**config.mk**
```make
export PLATFORM = sky130hd
export DESIGN_NAME = uart_rx_fifo
export DESIGN_NICKNAME = d
export VERILOG_FILES = /design/src/rtl/uart_pkg.sv /design/src/rtl/uart_sync_fifo.sv /design/src/rtl/uart_rx_fifo.sv
export SDC_FILE = /design/constraint.sdc
export NUM_CORES = 1
export LEC_CHECK = 0
export ABC_AREA = 1
export BUFFER_PORTS_ARGS = -buffer_cell sky130_fd_sc_hd__buf_2
export CAP_MARGIN = 15
export CORE_MARGIN = 5
export CORE_UTILIZATION = 54
export DETAILED_ROUTE_END_ITERATION = 12
export GPL_TIMING_DRIVEN = 1
export PLACE_DENSITY = 0.75
export SLEW_MARGIN = 20
export SYNTH_ARGS = -nofsm -noshare
export SYNTH_HDL_FRONTEND = slang
export SYNTH_SLANG_ARGS = --single-unit
export TNS_END_PERCENT = 1
```
**constraint.sdc**
```tcl
create_clock -name clk -period 1.8 [get_ports clk]
set_input_delay 0.18 -clock clk [delete_from_list [all_inputs] [get_ports clk]]
set_output_delay 0.18 -clock clk [all_outputs]
set_load 0.05 [all_outputs]
```
**src/rtl/uart_pkg.sv**
```systemverilog
// Shared UART definitions: default word width, receive-entry layout and
// pointer-width helper used by the receive and transmit buffers.
package uart_pkg;

  localparam int unsigned UART_DATA_WIDTH = 8;

  // Layout of a stored receive entry when the parity tag is kept.
  typedef struct packed {
    logic                       parity_err;
    logic [UART_DATA_WIDTH-1:0] data;
  } uart_rx_entry_t;

  function automatic int unsigned ptr_width(input int unsigned depth);
    return (depth > 1) ? $clog2(depth) : 1;
  endfunction

endpackage

```
**src/rtl/uart_sync_fifo.sv**
```systemverilog
// Generic single-clock first-word-fall-through FIFO with occupancy count.
// Writes while full are accepted only when a read happens in the same cycle.
module uart_sync_fifo
  import uart_pkg::*;
#(
  parameter int unsigned WIDTH = UART_DATA_WIDTH,
  parameter int unsigned DEPTH = 16,
  localparam int unsigned PW   = ptr_width(DEPTH),
  localparam int unsigned CW   = PW + 1
) (
  input  logic             clk,
  input  logic             rst,
  input  logic             wr_en,
  input  logic [WIDTH-1:0] wr_data,
  input  logic             rd_en,
  output logic [WIDTH-1:0] rd_data,
  output logic [CW-1:0]    count,
  output logic             full,
  output logic             empty
);

  logic [WIDTH-1:0] mem_q [DEPTH];
  logic [PW-1:0]    wr_ptr_q, wr_ptr_d;
  logic [PW-1:0]    rd_ptr_q, rd_ptr_d;
  logic [CW-1:0]    count_q, count_d;
  logic             wr_fire, rd_fire;

  always_comb begin
    rd_fire  = rd_en & (count_q != '0);
    wr_fire  = wr_en & ((count_q != CW'(DEPTH)) | rd_fire);
    wr_ptr_d = wr_ptr_q;
    rd_ptr_d = rd_ptr_q;
    count_d  = count_q;
    if (wr_fire) wr_ptr_d = wr_ptr_q + PW'(1);
    if (rd_fire) rd_ptr_d = rd_ptr_q + PW'(1);
    case ({wr_fire, rd_fire})
      2'b10:   count_d = count_q + CW'(1);
      2'b01:   count_d = count_q - CW'(1);
      default: count_d = count_q;
    endcase
  end

  always_ff @(posedge clk or negedge rst) begin
    if (!rst) begin
      wr_ptr_q <= '0;
      rd_ptr_q <= '0;
      count_q  <= '0;
    end else begin
      wr_ptr_q <= wr_ptr_d;
      rd_ptr_q <= rd_ptr_d;
      count_q  <= count_d;
    end
  end

  // NOTE: storage has no reset; entries are only readable once count covers them.
  always_ff @(posedge clk) begin
    if (wr_fire) mem_q[wr_ptr_q] <= wr_data;
  end

  assign rd_data = mem_q[rd_ptr_q];
  assign count   = count_q;
  assign full    = (count_q == CW'(DEPTH));
  assign empty   = (count_q == '0);

endmodule

```
**src/rtl/uart_rx_fifo.sv**
```systemverilog
// UART receive buffer: one push per rx_done rising edge, FWFT valid/ready output,
// sticky overrun/framing status. Define UART_RX_FIFO_PARITY_TAG_EN to store parity.
module uart_rx_fifo
  import uart_pkg::*;
#(
  parameter int unsigned DATA_WIDTH = UART_DATA_WIDTH,
  parameter int unsigned DEPTH      = 16
) (
  input  logic                    clk,
  input  logic                    rst,
  input  logic                    rx_done,
  input  logic [DATA_WIDTH-1:0]   rx_data,
  input  logic                    rx_parity_error,
  input  logic                    rx_framing_error,
  output logic                    m_valid,
  input  logic                    m_ready,
  output logic [DATA_WIDTH-1:0]   m_data,
  output logic                    m_parity_err,
  output logic [$clog2(DEPTH):0]  count,
  output logic                    full,
  output logic                    empty,
  output logic                    overrun,
  output logic                    framing_seen,
  input  logic                    clr_status
);

`ifdef UART_RX_FIFO_PARITY_TAG_EN
  localparam int unsigned ENTRY_W = DATA_WIDTH + 1;
`else
  localparam int unsigned ENTRY_W = DATA_WIDTH;
`endif

  logic               done_q, done_d;
  logic               fe_q, fe_d;
  logic               overrun_q, overrun_d;
  logic               framing_seen_q, framing_seen_d;
  logic               push, pop, fe_rise;
  logic [ENTRY_W-1:0] wr_entry, rd_entry;

  always_comb begin
    done_d         = rx_done;
    fe_d           = rx_framing_error;
    push           = rx_done & ~done_q;
    fe_rise        = rx_framing_error & ~fe_q;
    pop            = m_valid & m_ready;
    // A new event in the same cycle as clr_status must survive the clear.
    overrun_d      = (push & full & ~pop) | (overrun_q & ~clr_status);
    framing_seen_d = fe_rise | (framing_seen_q & ~clr_status);
  end

  // NOTE: edge history resets high so a level already present at release is ignored.
  always_ff @(posedge clk or negedge rst) begin
    if (!rst) begin
      done_q         <= 1'b1;
      fe_q           <= 1'b1;
      overrun_q      <= 1'b0;
      framing_seen_q <= 1'b0;
    end else begin
      done_q         <= done_d;
      fe_q           <= fe_d;
      overrun_q      <= overrun_d;
      framing_seen_q <= framing_seen_d;
    end
  end

`ifdef UART_RX_FIFO_PARITY_TAG_EN
  assign wr_entry     = {rx_parity_error, rx_data};
  assign m_data       = rd_entry[DATA_WIDTH-1:0];
  assign m_parity_err = rd_entry[DATA_WIDTH];
`else
  logic parity_unused;
  assign parity_unused = rx_parity_error;
  assign wr_entry      = rx_data;
  assign m_data        = rd_entry;
  assign m_parity_err  = 1'b0;
`endif

  uart_sync_fifo #(
    .WIDTH (ENTRY_W),
    .DEPTH (DEPTH)
  ) u_fifo (
    .clk     (clk),
    .rst     (rst),
    .wr_en   (push),
    .wr_data (wr_entry),
    .rd_en   (pop),
    .rd_data (rd_entry),
    .count   (count),
    .full    (full),
    .empty   (empty)
  );

  assign m_valid      = ~empty;
  assign overrun      = overrun_q;
  assign framing_seen = framing_seen_q;

endmodule

```
# Word-level counts from Yosys, hierarchy flattened
# Memory sizes are Yosys's and may differ from the RTL's.
# Cells that the tools add are included.
# classes
addsub	4
eq_ne	4
muxes	3
bitwise	17
n_reduce_logical	3
# ops
cell	count
$pmux 5 s2	1
$and 1x1->1	9
$add 4x1->4 const B	2
$add 5x1->5 const B	1
$eq 5x5->1 const B	1
$logic_not 5->1	1
$ne 5x5->1 const B	1
$not 1->1	5
$reduce_bool 5->1	1
$sub 5x1->5 const B	1
$or 1x1->1	3
$eq 2x1->1 const B	1
$eq 2x2->1 const B	1
$mux 1	2
$reduce_bool 2->1	1
# totals
ff_bits	17
ram_bits	128
input_bits	15
out_inout_bits	19
wordCells	39
memories	1
# memory_table
name	words	word_bits	rd	rd_clocked_by_memory_dff	wr	line	rtl
u_fifo.mem_q	16	8	1	0	1	uart_sync_fifo.sv:22	logic [WIDTH-1:0] mem_q [DEPTH];

# Longest topological paths before layout
# Gate-level depths: netlist (run 1).
# logic_depth
depth_word	8
depth_mapped	14
ltp_nobuf	14

# Modules after synthesis
# Synthesis (run 1) repeated with hierarchy kept, for this count alone.
# unflattened
cells_unflattened	495
area_unflattened_um2	6130.9
# modules_own_cells
module	instances	cells_per_inst	area_per_inst_um2	seq_area_each_um2
uart_sync_fifo	1	477	5957.0	4169.0
uart_rx_fifo	1	18	173.9	102.6

# Worst setup path after synthesis (run 1)
# Ideal clock, no wire load.
# synth_timing
path_type	register to register
startpoint	register u_fifo.count_q[3] (netlist: u_fifo.count[3])
endpoint	register u_fifo.count_q[4] (netlist: u_fifo.count[4])
setup_ns	0.114
t_arrival_ns	2.360
t_required_ns	1.686
setup_slack_ns	-0.674
path_stages_with_launch	13
n_path_buf	0
synth_period_minus_slack_ns	2.474
path_cell_list	dfrtp_1 > nor2_2 > nand3_2 > nand3_1 > inv_1 > ha_1 > nand3b_1 > nand2_1 > nand3_1 > nand2_1 > nand3_1 > nand2_1 > inv_1
# synth_via
elab_chain_len	8
elab_cells_between_ends	14
cone_classes	2 x add/sub; 3 x eq/ne; 1 x mux; 5 x bitwise; 3 x reduce/logical
# synth_rtl
element	line	rtl
start, declared	uart_sync_fifo.sv:25	logic [CW-1:0] count_q, count_d;
start signal, assigned	uart_sync_fifo.sv:51	count_q <= count_d;
$logic_not 5->1 (*)	uart_sync_fifo.sv:63	assign empty = (count_q == '0);
$not 1->1 (*)	uart_rx_fifo.sv:93	assign m_valid = ~empty;
net m_valid	uart_rx_fifo.sv:15	output logic m_valid,
$and 1x1->1 (*)	uart_rx_fifo.sv:45	pop = m_valid & m_ready;
$and 1x1->1 (*)	uart_sync_fifo.sv:29	rd_fire = rd_en & (count_q != '0);
$or 1x1->1	uart_sync_fifo.sv:30	wr_fire = wr_en & ((count_q != CW'(DEPTH)) | rd_fire);
$and 1x1->1	uart_sync_fifo.sv:30	
$eq 2x1->1 or $eq 2x2->1 (tied branches)	uart_sync_fifo.sv:36	case ({wr_fire, rd_fire})
$pmux 5 s2 or $reduce_bool 2->1 (tied branches)	-	
# Mark *: on every way through the listed nets, which the timed path passes. The rest lies on a longest branch.
# A chain may end at the register's enable or synchronous reset.

# Worst setup path in the final report (run 1)
# layout_timing
startpoint	register u_fifo.rd_ptr_q[0]
endpoint	output port m_data[3]
# layout_via
elab_chain_len	1
# layout_rtl
element	line	rtl
start, declared	uart_sync_fifo.sv:24	logic [PW-1:0] rd_ptr_q, rd_ptr_d;
start signal, assigned	uart_sync_fifo.sv:50	rd_ptr_q <= rd_ptr_d;
$mem_v2 16x8	-	
end, declared	uart_rx_fifo.sv:17	output logic [DATA_WIDTH-1:0] m_data,
# Every way passes these cells.

==> results.yml, run 1 <==
routing:
  drt_iter0_drc: 482
  totalWireLength_um: 15470
  wl_per_cell_um: 20.98
  vias_per_cell: 5.897
  dr.pass1.iters: 5
  drtAntennaViolNets: 0
  route.detailed.drc: 0
  via_count: 4346
placed_design:
  dp_cells: 691
  placed_area_um2: 6729
  io_buffers: 31
  dp_slack_ns: -0.1538
  gp_congestion: 0.8863
  detailed_place_hpwl_um: 8876
critical_path:
  reg2reg_from: "done_q"
  cp_common_cell: "buf_6"
  cpPeakStageDelay_ns: 0.48
  path_class: "flip-flop to primary output"
  worstSetupStartpoint: "u_fifo.rd_ptr_q[0]"
  critical_path.cell_chain: "buf_6 > buf_12 > buf_4 > o21ai_2 > o211ai_1 > nand3_1 > nand2_2 > buf_6"
  end_kind: "primary output"
  critPathSlowestCell: "dfrtp_2"
  worstPathArrival_ns: 2.03
  cp.required_ns: 1.62
  path_max_fanout: 14
  crit_family: "buffers and inverters"
  path_buf_inv: 4
  cp-start-kind: "flip-flop"
power:
  power-per-cell-area_nw_per_um2: 1833
  finalPower_mw: 14.25
  p_leak_nw: 2.847
  irDropWorstVdd_v: 0.001136
global_route:
  grt_pass1_vias: 4426
  grt_pass1_wl_um: 23720
  grt_max_degree: 39
  antenna_found_initial: 1
  grt-ovfl-total: 0
  grtUsageTotal_pct: 23.90
cells_and_area:
  area_growth_pct: 27.94
  mostFrequentLayoutCells: "128 x edfxtp_1, 84 x nor2_1, 36 x buf_4"
  postLayoutCoreUtil_pct: 71.09
  nets: 609
  final_common_cell: "edfxtp_1"
  fillers: 679
  instances_no_fill: 737
  drive_gt1_share_pct: 29.70
  final_cell_area_um2: 7774
sta:
  period_needed_ns: 2.206
  worst_pin_slew_ns: 0.5622
  hold_viol: 0
  rsz0062_at_grt: "yes"
  drv_slew: 0
  fin_setup_tns_ns: -2.919
  max_slew_margin_pct: 62.48
  timing.hold.ws_ns: 0.1447
  skew_ns: 0.004700
  timing.final.ws_setup_ns: -0.4058
  fmax_mhz: 453.4
  post-route-period-util_pct: 122.5
  finalSetupViolCount: 9
logic_synthesis:
  syn_area_per_cell_um2: 12.15
  synth_seq_area_share_pct: 70.30
  synth_nets: 524
  netlist_area_um2: 6076
  synth.lib_cells_used.distinct: 30
  syn-instance-count: 500
  synth_seq_cells: 145
  ys_warn_count: 0
clocking:
  root_buffer: "clkbuf_16"
  path_clk_slew_ns: 0.06
  cts.sinks: 145
  cts_max_level: 4
  clk_latency_ns: 0.42
  cts_buffer_depth: 2
  cts_tree: "yes"
  numCtsBuffers: 17
floorplan:
  dieArea_um2: 13470
  ios: 34
  start_util_pct: 55.56
  die_h_um: 116.1
  die_x_um: 116.1
  coreArea_um2: 10940
  rows: 38
run:
  drv_cap: 0
hold_path:
  hold_class: "primary input to flip-flop"
  hp-start: "rx_data[1]"
outcome:
  violations: "setup timing"
  outcome: "complete, but fails checks"
[registers in the layout, summed over array words and instances, names as in the netlist]
| name | flops |
|---|---|
| u_fifo.wr_ptr_q | 4 |
| u_fifo.count | 5 |
| u_fifo.mem_q | 128 |
| framing_seen | 1 |
| done_q | 1 |
| overrun | 1 |
| u_fifo.rd_ptr_q | 4 |
| fe_q | 1 |
[kinds of logic after synthesis]
kind of cell,count (synthesis),synth area share (%)
AO/OA/AOI/OAI,105,10.01
XOR/XNOR,8,1.153
adder cells (fa/ha/maj),9,1.977
buffers and inverters,52,4.160
flip-flops,145,70.30
other,1,0.06172
AND/OR/NAND/NOR,180,12.34
[power by group]
group,internal (mW),leakage (nW),total [mW],switching [mW]
combinational,2.55,1.23,6.60,4.05
sequential,3.98,1.35,4.20,0.223
clock,2.16,0.271,3.45,1.29
[worst paths after layout]
kind,to,slack (ns),depth (start not counted)
hold reg to reg,framing_seen,0.51,1
min in group asynchronous,overrun,0.20,2
hold / removal,u_fifo.mem_q[5][1],0.14,1
max in group asynchronous,done_q,1.29,2
setup reg to reg,u_fifo.count[4],-0.11,11
setup / recovery,m_data[3],-0.41,8
[layout make-up]
cell class                      count  area, um^2  area share [%]
Antenna cell                        1       2.502         0.03219
Clock buffer                       20       436.7           5.617
Clock inverter                     10       138.9           1.787
Inverter                           27       116.4           1.497
Multi-Input combinational cell    303        1735           22.32
Sequential cell                   145        4280           55.06
Tap cell                          140       175.2           2.253
Timing Repair Buffer               90       877.1           11.28
Timing Repair inverter              1       11.26          0.1449
[layer usage]
metal / vias up / part of all wire, % / track usage [%]
li1: 1950 / - / -
met1: 2110 / 37 / 29.82
met2: 237 / 51 / 40.35
met3: 49 / 7.5 / 5.013
met4: 0 / 3.6 / 10.67
met5: - / 0 / 0
[cells in the mapped netlist]
| cell type | count | share of area (%) |
|---|---|---|
| a21oi_1 | 3 | 0.25 |
| buf_1 | 1 | 0.062 |
| buf_2 | 12 | 0.99 |
| buf_4 | 2 | 0.25 |
| buf_6 | 4 | 0.74 |
| clkbuf_1 | 6 | 0.37 |
| clkinv_1 | 2 | 0.12 |
| conb_1 | 1 | 0.062 |
| dfrtp_1 | 15 | 6.2 |
| dfstp_2 | 2 | 0.86 |
| edfxtp_1 | 128 | 63 |
| fa_1 | 1 | 0.33 |
| ha_1 | 8 | 1.6 |
| inv_1 | 23 | 1.4 |
| inv_2 | 1 | 0.062 |
| inv_6 | 1 | 0.14 |
| nand2_1 | 34 | 2.1 |
| nand2_2 | 3 | 0.31 |
| nand3_1 | 25 | 2.1 |
| nand3_2 | 1 | 0.16 |
| nand3b_1 | 1 | 0.12 |
| nand4_1 | 2 | 0.21 |
| nor2_1 | 106 | 6.5 |
| nor2_2 | 8 | 0.82 |
| o211ai_1 | 32 | 4.0 |
| o21ai_0 | 49 | 4.0 |
| o21ai_1 | 19 | 1.6 |
| o22ai_1 | 2 | 0.21 |
| xnor2_1 | 1 | 0.14 |
| xor2_1 | 7 | 1.0 |
[what timing repair did]
item                       in CTS  in global routing
hold endpoints to repair       21                  0
setup endpoints to repair      90                103
setup buffers                   5                  0
pin swaps                      17                 13
hold buffers                    4                  0
cloned                          5                  1
resized for setup              69                 23
Power figures use the tool's default switching activity.
==> run 2: changes to the inputs <==
--- a/config.mk
+++ b/config.mk
@@ -9,10 +9,10 @@
 export BUFFER_PORTS_ARGS = -buffer_cell sky130_fd_sc_hd__buf_2
 export CAP_MARGIN = 15
 export CORE_MARGIN = 5
-export CORE_UTILIZATION = 54
+export CORE_UTILIZATION = 65
 export DETAILED_ROUTE_END_ITERATION = 12
 export GPL_TIMING_DRIVEN = 1
-export PLACE_DENSITY = 0.75
+export PLACE_DENSITY = 0.84
 export SLEW_MARGIN = 20
 export SYNTH_ARGS = -nofsm -noshare
 export SYNTH_HDL_FRONTEND = slang
==> constraint.sdc (replaced) <==
create_clock -name clk -period 2.7 [get_ports clk]
set_input_delay 0.27 -clock clk [delete_from_list [all_inputs] [get_ports clk]]
set_output_delay 0.27 -clock clk [all_outputs]
set_load 0.05 [all_outputs]
==> run 2 against run 1 <==
Effect of this change:
- the run now ends clean
- combinational power shrank 53%
- final cell count is 8.5% lower
- critical endpoint is now m_data[4]
- largest power group unchanged
- critical path depth fell by 2
- largest cell class unchanged
- highest routed layer unchanged
- sequential power decreased by 33%
- non-clock buffer count shrank 34
- clock skew up 0.0052 ns
- utilization rose by 6.1 points
- routed wire length fell by 7.3%
==> results.yml, run 2 (synthesis gave the netlist of run 1 again) <==
outcome:
  outcome: "completed"
sta:
  post-route-period-util_pct: 97.35
  finalSetupViolCount: 0
  rsz0062_at_grt: "yes"
  timing.hold.ws_ns: 0.1250
  max_slew_margin_pct: 60.92
  fmax_mhz: 380.4
  period_needed_ns: 2.628
  worst_pin_slew_ns: 0.5826
  drv_slew: 0
  skew_ns: 0.009934
  hold_viol: 0
  timing.final.ws_setup_ns: 0.07152
hold_path:
  min_to: "u_fifo.rd_ptr_q[0]"
  hold_class: "primary input to flip-flop"
  holdPathStages: 3
  hp-start: "m_ready"
critical_path:
  path_class: "flip-flop to primary output"
  cp-start-kind: "flip-flop"
  rr_worst_depth: 13
  timing.rr.end: "u_fifo.count[4]"
  reg2reg_from: "u_fifo.count[1]"
  path_max_fanout: 40
  end_kind: "primary output"
  r2r_setup_slack_ns: 0.49
  worstPathArrival_ns: 2.36
  cp.required_ns: 2.43
placed_design:
  dp_slack_ns: 0.5095
  gp_congestion: 0.7925
  placed_area_um2: 6395
  io_buffers: 31
  detailed_place_hpwl_um: 7777
power:
  power-per-cell-area_nw_per_um2: 1198
  switching_power_mw: 3.344
  clock_power_share_pct: 30.3
  netSwitchingFraction_pct: 39.31
  pwr-share-seq_pct: 33.3
  comb_power_share_pct: 36.4
  cell_internal_pwr_mw: 5.162
  irDropWorstVdd_v: 0.0009184
  p_leak_nw: 2.628
global_route:
  grt_pass1_vias: 4292
  antenna_found_initial: 0
  grtUsageTotal_pct: 27.05
  grt-ovfl-total: 0
  grt_max_degree: 65
  grt_pass1_wl_um: 22870
run:
  drv_cap: 0
clocking:
  cts.sinks: 145
  cts_buffer_depth: 2
  numCtsBuffers: 17
  clk_latency_ns: 0.53
  path_clk_slew_ns: 0.06
  root_buffer: "clkbuf_8"
  cts_max_level: 4
  cts_tree: "yes"
floorplan:
  coreArea_um2: 9196
  die_h_um: 106.7
  rows: 35
  ios: 34
  die_x_um: 106.7
  dieArea_um2: 11380
  start_util_pct: 66.07
routing:
  totalWireLength_um: 14340
  route.detailed.drc: 0
  drtAntennaViolNets: 0
  wl_per_cell_um: 21.27
  dr.pass1.iters: 5
  vias_per_cell: 6.355
  via_count: 4283
  drt_iter0_drc: 451
cells_and_area:
  top_register: "u_fifo.mem_q"
  nets: 574
  drive_gt1_share_pct: 17.76
  final_cell_area_um2: 7098
  area_growth_pct: 16.82
  n_antenna_cell: 0
  final_common_cell: "edfxtp_1"
  largest_reg_flops: 128
  mostFrequentLayoutCells: "128 x edfxtp_1, 106 x nor2_1, 49 x o21ai_0"
## run 2: changes by cell type in the layout (fill, tap and decap cells not counted), moves of 8 or more
| cell | before | now |
|---|---|---|
| o21ai_0 | 33 | 49 |
| o21ai_2 | 8 | 0 |
| nor2_1 | 84 | 106 |
| buf_6 | 13 | 0 |
| nor2_2 | 25 | 8 |
| buf_4 | 36 | 20 |
| buf_2 | 23 | 31 |
## run 2: per-layer routing
layer  global-route usage, %  share of wire [%]
met5                       0                  0
met4                   12.33                3.8
met3                   5.780                8.5
met2                   46.36                 51
met1                   33.02                 36
## run 2: power groups by stage
| stage | clock network, mW | registers (mW) | logic (mW) |
|---|---|---|---|
| 2_1_floorplan | 0 | 2.92 | 2.18 |
| 3_3_place_gp | 0 | 2.85 | 2.86 |
| 3_5_place_dp | 0 | 2.86 | 2.93 |
| 4_1_cts | 2.58 | 2.82 | 3.05 |
| 5_1_grt | 2.69 | 2.86 | 3.36 |
| 6_report | 2.58 | 2.83 | 3.09 |
## run 2: critical path: stages (launching register included)
cell and delay, ns:
dfrtp_2 0.44, buf_4 0.37, o21ai_0 0.18, o211ai_1 0.23, nand3_1 0.19, nand2_1 0.15
buf_2 0.28
## run 2: repair_timing
action | CTS | global route
resized for setup | 1 | 2
hold buffers | 4 | 0
endpoints found under the hold margin | 21 | 0
endpoints found under the setup margin | 1 | 4
setup buffers | 0 | 0
## run 2: layout make-up
cell class                 count  area (um^2)
sequential                   145         4274
fill                         498         2098
multi-input combinational    303         1551
clock buffer                  19        421.7
timing repair buffer          56        365.4
clock inverter                13        232.7
tap                          111        138.9
inverter                      27        113.9
## run 2: worst max-delay path by stage
stage	start	endpoint	slack (ns)	depth (start not counted)
after global routing	u_fifo.rd_ptr_q[0]	m_data[4]	-0.007	6
final	u_fifo.rd_ptr_q[0]	m_data[4]	0.07	6
after detailed placement	u_fifo.count[1]	u_fifo.count[4]	0.51	12
after global placement	u_fifo.count[1]	u_fifo.count[4]	0.63	13
after floorplan	u_fifo.count[3]	u_fifo.count[4]	0.23	12
after CTS	u_fifo.rd_ptr_q[0]	m_data[0]	0.08	8
## run 2: metrics by stage
step	util, %	std cells	setup TNS (ns)	power (mW)
2_1_floorplan	-	500	0	5.096
3_3_place_gp	69.54	638	0	5.703
3_5_place_dp	69.54	638	0	5.791
4_1_cts	77.12	674	0	8.454
5_1_grt	77.18	674	-0.006635	8.902
6_report	77.18	674	0	8.506
